$ cat config.mk
export PLATFORM = sky130hd
export DESIGN_NAME = ps2_host_tx_flat
export DESIGN_NICKNAME = d
export VERILOG_FILES = /design/src/rtl/ps2_host_tx_pkg.sv /design/src/rtl/ps2_host_tx_if.sv /design/src/rtl/ps2_line_sync.sv /design/src/rtl/ps2_host_tx.sv /design/src/flat_wrapper.sv
export SDC_FILE = /design/constraint.sdc
export NUM_CORES = 1
export LEC_CHECK = 0
export ABC_AREA = 1
export CAP_MARGIN = 20
export CORE_UTILIZATION = 54
export DETAILED_ROUTE_END_ITERATION = 12
export GPL_ROUTABILITY_DRIVEN = 1
export PLACE_DENSITY = 0.86
export SLEW_MARGIN = 5
export SYNTH_ARGS = -nofsm -noshare
export SYNTH_HDL_FRONTEND = slang
export SYNTH_HIERARCHICAL = 1
export SYNTH_SLANG_ARGS = --single-unit
$ cat constraint.sdc
create_clock -name Clock -period 2.2 [get_ports Clock]
set_clock_uncertainty 0.2 [all_clocks]
set_input_delay 0.33 -clock Clock [delete_from_list [all_inputs] [get_ports Clock]]
set_output_delay 0.33 -clock Clock [all_outputs]
set_load 0.05 [all_outputs]
$ cat src/rtl/ps2_host_tx_pkg.sv
// ps2_host_tx_pkg: state encoding, PS/2 command bytes and clock-derived timing constants
// shared by the host-to-device transmitter and its line synchroniser.
package ps2_host_tx_pkg;

    typedef enum logic [2:0] {IDLE, INHIBIT, REQUEST, WAIT_FIRST, SHIFT, ACK, RELEASE} state_t;

    localparam logic [7:0] CMD_SET_LEDS = 8'hED;
    localparam logic [7:0] CMD_ENABLE   = 8'hF4;
    localparam logic [7:0] CMD_RESET    = 8'hFF;
    localparam logic [7:0] RESP_ACK     = 8'hFA;

    function automatic int inhibit_cyc(input int f);
        return f / 10000;
    endfunction

    function automatic int req_cyc(input int f);
        return f / 1000000;
    endfunction

    function automatic int start_to(input int f);
        return 15 * f / 1000;
    endfunction

    function automatic int xfer_to(input int f);
        return 2 * f / 1000;
    endfunction

endpackage

$ cat src/rtl/ps2_host_tx_if.sv
// ps2_host_tx_if: command handshake and raw PS/2 pin signals of the host transmitter.
interface ps2_host_tx_if;
    logic       send_cmd;
    logic [7:0] cmd_data;
    logic       ps2_clk_in;
    logic       ps2_dat_in;
    logic       ps2_clk_drive_low;
    logic       ps2_dat_drive_low;
    logic       busy;
    logic       done;
    logic       error;

    modport master (
        output send_cmd, cmd_data, ps2_clk_in, ps2_dat_in,
        input  ps2_clk_drive_low, ps2_dat_drive_low, busy, done, error
    );

    modport slave (
        input  send_cmd, cmd_data, ps2_clk_in, ps2_dat_in,
        output ps2_clk_drive_low, ps2_dat_drive_low, busy, done, error
    );
endinterface

$ cat src/rtl/ps2_line_sync.sv
// ps2_line_sync: 2-flop synchronisers for the PS/2 clock and data pins plus a registered
// one-cycle strobe on each falling edge of the synchronised clock.
module ps2_line_sync (
    input  logic Clock,
    input  logic reset,
    input  logic ps2_clk,
    input  logic ps2_dat,
    output logic clk_level,
    output logic dat_level,
    output logic clk_fall
);
    logic [1:0] clk_sync;
    logic [1:0] dat_sync;
    logic       clk_prev;

    assign clk_level = clk_sync[1];
    assign dat_level = dat_sync[1];

    always_ff @(posedge Clock or posedge reset) begin
        if (reset) begin
            clk_sync <= 2'b11;
            dat_sync <= 2'b11;
            clk_prev <= 1'b1;
            clk_fall <= 1'b0;
        end else begin
            clk_sync <= {clk_sync[0], ps2_clk};
            dat_sync <= {dat_sync[0], ps2_dat};
            clk_prev <= clk_sync[1];
            clk_fall <= clk_prev & ~clk_sync[1];
        end
    end
endmodule

$ cat src/rtl/ps2_host_tx.sv
// ps2_host_tx: sends one command byte to a PS/2 device with the request-to-send sequence
// and reports the device's line-level acknowledge; drive-low outputs feed open-drain pads.
module ps2_host_tx
    import ps2_host_tx_pkg::*;
#(
    parameter int CLOCK_FREQUENCY = 50000000
) (
    input logic         Clock,
    input logic         reset,
    ps2_host_tx_if.slave bus
);
    localparam int TW = $clog2(start_to(CLOCK_FREQUENCY)) + 1;
    localparam logic [TW-1:0] INH_END = TW'(inhibit_cyc(CLOCK_FREQUENCY) - 1);
    localparam logic [TW-1:0] REQ_END = TW'(req_cyc(CLOCK_FREQUENCY) - 1);
    localparam logic [TW-1:0] STO_END = TW'(start_to(CLOCK_FREQUENCY) - 1);
    localparam logic [TW-1:0] XTO_END = TW'(xfer_to(CLOCK_FREQUENCY) - 1);

    state_t        state, state_n;
    logic [9:0]    shift;
    logic [3:0]    cnt;
    logic [TW-1:0] tmr;
    logic          nack;
    logic          clk_level, dat_level, clk_fall, xto;
    logic          clk_dl_n, dat_dl_n, busy_n, done_n, error_n;

    ps2_line_sync u_sync (
        .Clock     (Clock),
        .reset     (reset),
        .ps2_clk   (bus.ps2_clk_in),
        .ps2_dat   (bus.ps2_dat_in),
        .clk_level (clk_level),
        .dat_level (dat_level),
        .clk_fall  (clk_fall)
    );

    // the transfer timer runs uninterrupted from edge 1 through SHIFT, ACK and RELEASE
    assign xto = (state == SHIFT || state == ACK || state == RELEASE) && tmr == XTO_END;

    always_ff @(posedge Clock or posedge reset) begin
        if (reset) begin
            state                 <= IDLE;
            shift                 <= '0;
            cnt                   <= '0;
            tmr                   <= '0;
            nack                  <= 1'b0;
            bus.ps2_clk_drive_low <= 1'b0;
            bus.ps2_dat_drive_low <= 1'b0;
            bus.busy              <= 1'b0;
            bus.done              <= 1'b0;
            bus.error             <= 1'b0;
        end else begin
            state <= state_n;
            tmr   <= (state == IDLE || (state_n != state && state inside {INHIBIT, REQUEST, WAIT_FIRST}))
                     ? '0 : tmr + TW'(1);
            if (state == IDLE && bus.send_cmd)
                shift <= {1'b1, ~^bus.cmd_data, bus.cmd_data};
            else if (clk_fall && (state == WAIT_FIRST || state == SHIFT))
                shift <= {1'b1, shift[9:1]};
            cnt  <= state == IDLE ? '0
                  : clk_fall && cnt != 4'd11 && state inside {WAIT_FIRST, SHIFT, ACK} ? cnt + 4'd1 : cnt;
            nack <= state == IDLE ? 1'b0 : state == ACK && clk_fall ? dat_level : nack;
            bus.ps2_clk_drive_low <= clk_dl_n;
            bus.ps2_dat_drive_low <= dat_dl_n;
            bus.busy              <= busy_n;
            bus.done              <= done_n;
            bus.error             <= error_n;
        end
    end

    always_comb begin
        state_n = state;
        case (state)
            IDLE:       if (bus.send_cmd) state_n = INHIBIT;
            INHIBIT:    if (tmr == INH_END) state_n = REQUEST;
            REQUEST:    if (tmr == REQ_END) state_n = WAIT_FIRST;
            WAIT_FIRST: if (clk_fall) state_n = SHIFT;
                        else if (tmr == STO_END) state_n = IDLE;
            SHIFT:      if (xto) state_n = IDLE;
                        else if (clk_fall && cnt == 4'd9) state_n = ACK;
            ACK:        if (xto) state_n = IDLE;
                        else if (clk_fall) state_n = RELEASE;
            RELEASE:    if (xto || (clk_level && dat_level)) state_n = IDLE;
            default:    state_n = IDLE;
        endcase
    end

    // outputs are decoded from the next state so they register in step with it
    always_comb begin
        clk_dl_n = state_n == INHIBIT || state_n == REQUEST;
        dat_dl_n = state_n == REQUEST || state_n == WAIT_FIRST
                   || (state_n == SHIFT && (clk_fall ? ~shift[0] : bus.ps2_dat_drive_low));
        busy_n   = state_n != IDLE;
        done_n   = state != IDLE && state_n == IDLE;
        error_n  = done_n && (state != RELEASE || xto || nack);
    end
endmodule
$ cat src/flat_wrapper.sv
// flat-port wrapper written by rule: the top's interface ports become plain ports
module ps2_host_tx_flat import ps2_host_tx_pkg::*;
#(
    parameter int CLOCK_FREQUENCY = 50000000
)
  (Clock, reset, bus_send_cmd, bus_cmd_data, bus_ps2_clk_in, bus_ps2_dat_in, bus_ps2_clk_drive_low, bus_ps2_dat_drive_low, bus_busy, bus_done, bus_error);
  ps2_host_tx_if bus_i ();
  input logic Clock;
  input logic reset;
  input wire logic [$bits(bus_i.send_cmd)-1:0] bus_send_cmd;
  input wire logic [$bits(bus_i.cmd_data)-1:0] bus_cmd_data;
  input wire logic [$bits(bus_i.ps2_clk_in)-1:0] bus_ps2_clk_in;
  input wire logic [$bits(bus_i.ps2_dat_in)-1:0] bus_ps2_dat_in;
  output wire logic [$bits(bus_i.ps2_clk_drive_low)-1:0] bus_ps2_clk_drive_low;
  output wire logic [$bits(bus_i.ps2_dat_drive_low)-1:0] bus_ps2_dat_drive_low;
  output wire logic [$bits(bus_i.busy)-1:0] bus_busy;
  output wire logic [$bits(bus_i.done)-1:0] bus_done;
  output wire logic [$bits(bus_i.error)-1:0] bus_error;
  assign bus_i.send_cmd = bus_send_cmd;
  assign bus_i.cmd_data = bus_cmd_data;
  assign bus_i.ps2_clk_in = bus_ps2_clk_in;
  assign bus_i.ps2_dat_in = bus_ps2_dat_in;
  assign bus_ps2_clk_drive_low = bus_i.ps2_clk_drive_low;
  assign bus_ps2_dat_drive_low = bus_i.ps2_dat_drive_low;
  assign bus_busy = bus_i.busy;
  assign bus_done = bus_i.done;
  assign bus_error = bus_i.error;
  ps2_host_tx #(.CLOCK_FREQUENCY(CLOCK_FREQUENCY)) u_core (.Clock(Clock), .reset(reset), .bus(bus_i));
endmodule
Word level (Yosys, flattened, before mapping):

Cells that the tools add are included.

* register bits: 50
* input port bits: 13
* logic and storage cells: 88

* add/sub/neg operators: 2
* equal/unequal tests: 18
* muxes and demuxes: 19
* bitwise logic cells: 3
* reductions and logical operators: 32

Operator list (count)
* 2-to-1 mux 3 bit: 10
* adder 21 x 1 -> 21 bit (second input constant): 1
* == test 21 x 13 -> 1 bit (second input constant): 1
* == test 21 x 17 -> 1 bit (second input constant): 1
* == test 21 x 20 -> 1 bit (second input constant): 1
* == test 21 x 6 -> 1 bit (second input constant): 1
* 2-to-1 mux 21 bit: 1
* case mux 3 bit (7 select lines): 1
* 2-to-1 mux 10 bit: 2
* == test 3 x 2 -> 1 bit (second input constant): 4
* == test 3 bit (second input constant): 4
* logical AND 1 bit: 12
* nonzero test 3 bit: 4
* logical OR 1 bit: 10
* 2-to-1 mux 4 bit: 2
* XNOR reduction 8 bit: 1
* == test 3 x 1 -> 1 bit (second input constant): 2
* logical NOT 3 bit: 2
* nonzero test 2 bit: 3
* adder 4 x 1 -> 4 bit (second input constant): 1
* == test 4 bit (second input constant): 1
* inequality test 4 bit (second input constant): 1
* 2-to-1 mux 1 bit: 3
* inequality test 3 bit: 1
* 3 further kinds: 4

Depth between registers and ports, before layout:

* depth after elaboration: 11
* mapped depth: 15
* gate-level depth less buffers: 14

Cells and area by module:

The synthesis kept the hierarchy.

By module, submodules not included
* ps2_host_tx: instances 1, cells each 366, area an instance 2867.8 um2, seq. area each 1101.1 um2
* ps2_line_sync: instances 1, cells each 9, area an instance 170.2 um2, seq. area each 156.4 um2

Worst setup path after synthesis:

OpenSTA, ideal clock, no wires.

* path type: flip-flop to flip-flop
* from: register u_core.tmr[0]
* to: register u_core.tmr[0]
* setup time: 0.142 ns
* arrival time: 1.733 ns
* required time: 1.858 ns
* setup slack: 0.125 ns
* cell stages (with the launch flop): 16
* period minus slack after synthesis: 2.075 ns
* cell sequence: dfrtp_1 -> ha_1 -> nand2_2 -> inv_2 -> nand2_2 -> nor2_4 -> nand3_4 -> nand2_2 -> nand2_1 -> nand2_2 -> nand3_4 -> nand2_1 -> nand2_1 -> nand3_2 -> buf_6 -> a21oi_2

* longest elaborated chain between the ends: 9

Ends and longest elaborated chain
* from (decl): line ps2_host_tx.sv:21 `logic [TW-1:0] tmr;`
* from (signal assigned): line ps2_host_tx.sv:53 `tmr <= (state == IDLE || (state_n != state && state inside {INHIBIT, REQUEST, WAIT_FIRST}))`
* == test 21 x 17 -> 1 bit: line ps2_host_tx.sv:37 `assign xto = (state == SHIFT || state == ACK || state == RELEASE) && tmr == XTO_END;`
* logical AND 1 bit: line ps2_host_tx.sv:37
* logical OR 1 bit: line ps2_host_tx.sv:82 `RELEASE: if (xto || (clk_level && dat_level)) state_n = IDLE;`
* 2-to-1 mux 3 bit: line ps2_host_tx.sv:82
* case mux 3 bit (7 select lines) *: line ps2_host_tx.sv:72 `case (state)`
* via u_core.state_n[0]: line ps2_host_tx.sv:18 `state_t state, state_n;`
* inequality test 3 bit *: line ps2_host_tx.sv:53
* logical AND 1 bit *: line ps2_host_tx.sv:53
* logical OR 1 bit *: line ps2_host_tx.sv:53
* 2-to-1 mux 21 bit *: line ps2_host_tx.sv:54 `? '0 : tmr + TW'(1);`

The timed path passes the listed nets; every way through them passes the cells marked *.
A chain may end at the register's enable or synchronous reset.

Worst setup path after layout:

* from: register u_core.tmr[1]
* to: register u_core.tmr[7]

Same word-level chain as after synthesis.

==> impl_metrics.json <==
{
  "status": "finished with violations",
  "violations": "setup timing",
  "cap_viol_max_count": 0,
  "slew_violations": 0,
  "core_area_sq_mm": 0.00527,
  "cp-start-kind": "flop",
  "timing.critical_path.buf_inv": 3,
  "pre_cts_slack_ns": -0.0482,
  "multi_input_area_sq_mm": 0.00162,
  "dr.first_iter.drc_count": 332,
  "yosys_most_used_dff": "dfrtp_1",
  "critPathSlowestCell": "dfrtp_1",
  "postCtsHoldBufs": 0,
  "row_count": 26,
  "grt_pass1_wl_mm": 11.4,
  "fin_crit_sh_pct": 102,
  "pwr-share-clk_pct": 36.7,
  "wl_per_cell_um": 14.1,
  "chipWidth_um": 77.0,
  "max_slew.worst_pin.slew_ns": 0.678,
  "grt_max_degree": 22,
  "layout-drive-gt1-share_pct": 24.3,
  "regArea_sq_mm": 0.00126,
  "hp-class": "in -> async",
  "crit_arrival_ns": 2.29,
  "swShare_pct": 23.1,
  "synth_edf_count": 0,
  "p_comb_share_pct": 4.7,
  "clock_path_buffers": 2,
  "worst_skew_pair.late_latency_ns": 0.31,
  "min_period_ns": 2.24,
  "numPortBuffers": 17,
  "cts_root_buf": "clkbuf_8",
  "critPathTopFamily": "simple AND/OR/NAND/NOR gates",
  "finalNetCount": 423,
  "die_height_um": 77.0,
  "async_reset_ff_share_pct": 100,
  "syn-num-nets": 392,
  "nFillCells": 406,
  "hpwl_mm": 4.95,
  "worstSetupPathType": "reg -> reg",
  "fmax_mhz": 446,
  "antenna_found_initial": 0,
  "syn_area_sq_mm": 0.00304,
  "crit_path_cell_trace": "buf_4, inv_2, ha_2, nand2_1, nor2_2, nand2_1, nor2_1, nand2_1, nand2_2, nor2_4, nand3_4, nand2_2, nand2_2, nand3_4, clkbuf_16, a21oi_2",
  "h-tree-depth": 2,
  "dp.cells": 463,
  "crit_required_ns": 2.24,
  "cts_tree": "done",
  "tns_ns": -0.461,
  "dieArea_sq_mm": 0.00593,
  "netlist_instances": 375,
  "internal_power_mw": 1.22,
  "boundaryPins": 18,
  "syn_avg_cell_area_sq_um": 8.10,
  "setup_viol": 18,
  "postRouteAntennaNets": 0,
  "path_max_fanout": 5,
  "ys_warn_count": 6,
  "path_clk_slew_ns": 0.09,
  "grt_overflow_total": 0,
  "hold_violations": 0,
  "vias_per_cell": 5.44,
  "cts_made_buffers": 5,
  "drc": 0,
  "cts.sinks": 50,
  "drt-total-wl_mm": 6.75,
  "final_cell_mix": "nand2_1 (62), nor2_1 (49), dfrtp_1 (45)",
  "finalNonFillerCells": 477,
  "synth_cell_type_count": 34,
  "vias": 2597,
  "grt_pass1_vias": 2621,
  "utilization_pct": 68.1,
  "powerDensity_mw_per_mm2": 444,
  "setup_slack_ns": -0.0429,
  "end_kind": "flop",
  "critPathMaxStageDelay_ns": 0.41,
  "diodes": 0,
  "ys_ff_latch": 50,
  "rsz0062_at_grt": "yes",
  "start_util_pct": 57.6,
  "globalplace.congestion": 0.940,
  "final_common_cell": "nand2_1",
  "p_leak_nw": 1.60,
  "synthToLayoutAreaGrowth_pct": 18.1,
  "grt_usage_pct": 24.2,
  "drt_first_pass_iters": 4,
  "synth_seq_area_share_pct": 41.4,
  "slew_headroom_pct": 54.6,
  "seq_power_share_pct": 58.5,
  "vdd_ir_drop_max_mv": 0.408,
  "p_sw_uw": 367
}
==> kinds of logic (layout without fill, tap and decap cells) <==
group,count (synthesis),count (layout),synth area share (%)
buf+inv,58,90,7.87
flops,50,50,41.4
compound gates,42,42,9.80
simple gates,196,196,32.1
fa+ha+maj,4,4,1.65
xor+xnor,25,25,7.21
==> cell type report <==
cell class / count / area share [%]
Multi-Input combinational cell: 267 / 45.1
Sequential cell: 50 / 35.0
Timing Repair Buffer: 34 / 9.59
Clock inverter: 2 / 0.488
Tap cell: 70 / 2.44
Inverter: 48 / 5.02
Clock buffer: 6 / 2.30
==> final timing paths <==
kind	start	end	slack, ns	cells past startpoint
min	reset	u_core/u_sync/clk_fall	0.04	2
min reg2reg	u_core/u_sync/clk_sync[0]	u_core/u_sync/clk_sync[1]	0.16	0
max	u_core/tmr[1]	u_core/tmr[7]	-0.04	16
max in group asynchronous	reset	u_core/tmr[5]	1.06	3
min in group Clock	u_core/u_sync/clk_sync[0]	u_core/u_sync/clk_sync[1]	0.16	0
max reg2reg	u_core/tmr[1]	u_core/tmr[7]	-0.04	16
==> metrics by stage <==
| stage | cell area, sq um | power (mW) | hold WS, ns |
|---|---|---|---|
| 2_1_floorplan | 3040 | 0.988 | -0.0827 |
| 3_3_place_gp | 3340 | 1.02 | 0.146 |
| 3_5_place_dp | 3340 | 1.03 | 0.147 |
| 4_1_cts | 3490 | 1.61 | 0.0391 |
| 5_1_grt | 3590 | 1.65 | 0.0623 |
| 6_report | 3590 | 1.59 | 0.0441 |
==> worst register-to-register path, delay by kind of cell (launching register included) <==
| kind | cells | cell delay, ns |
|---|---|---|
| buffers and inverters | 3 | 0.40 |
| flip-flops | 1 | 0.41 |
| AO/OA/AOI/OAI | 1 | 0.13 |
| AND/OR/NAND/NOR | 11 | 0.90 |
| adder cells (fa/ha/maj) | 1 | 0.15 |
==> routing by layer <==
metal / track usage (%) / up-vias / share of wire, %
met5: 0 / - / 0
met4: 10.2 / 0 / 2.5
met3: 3.45 / 19 / 4.2
met2: 41.5 / 68 / 50
met1: 30.4 / 1243 / 43
li1: - / 1267 / -
==> timing repair <==
item | CTS | global route
pin swaps | 2 | 7
buffers inserted | 3 | 2
gates resized for setup | 5 | 16
cloned | 0 | 1
endpoints found under the setup margin | 22 | 25
==> synthesized netlist by cell type, types with 2 or more instances <==
master	number	area, sq um
buf_6	2	22.5
nor2_4	4	45.0
buf_2	2	10.0
nor3b_1	2	15.0
ha_1	4	50.1
nand3_4	2	35.0
dfstp_2	5	131
nand3_2	3	30.0
nor3_1	9	45.0
nand2_1	68	255
dfrtp_1	45	1130
xor2_1	14	123
a31oi_1	8	50.1
xnor2_1	11	96.3
nand2_2	8	50.1
nand3_1	29	145
inv_2	10	37.5
o21ai_0	8	40.0
nor4_1	4	25.0
inv_1	37	139
nand4_1	6	37.5
nor2_1	50	188
a21oi_2	20	175
o21ai_1	4	20.0
nor2_2	7	43.8
clkbuf_1	5	18.8
==> power by group through the flow <==
stage / sequential, mW / combinational (mW) / clock [mW]
final: 0.932 / 0.0756 / 0.585
after global routing: 0.932 / 0.0842 / 0.637
after CTS: 0.932 / 0.0773 / 0.597
after detailed placement: 0.949 / 0.0774 / 0
after global placement: 0.949 / 0.0750 / 0
after floorplan: 0.948 / 0.0400 / 0
==> flip-flops by register name, indices dropped and copies added (netlist names) <==
name                          cells
u_core/tmr                       21
u_core/shift                     10
u_core/cnt                        4
u_core/state                      3
u_core/u_sync/clk_sync            2
u_core/u_sync/dat_sync            2
u_core/bus.busy                   1
u_core/bus.done                   1
u_core/bus.error                  1
u_core/bus.ps2_clk_drive_low      1
u_core/bus.ps2_dat_drive_low      1
u_core/nack                       1
u_core/u_sync/clk_fall            1
u_core/u_sync/clk_prev            1
Power figures use the tool's default switching activity.
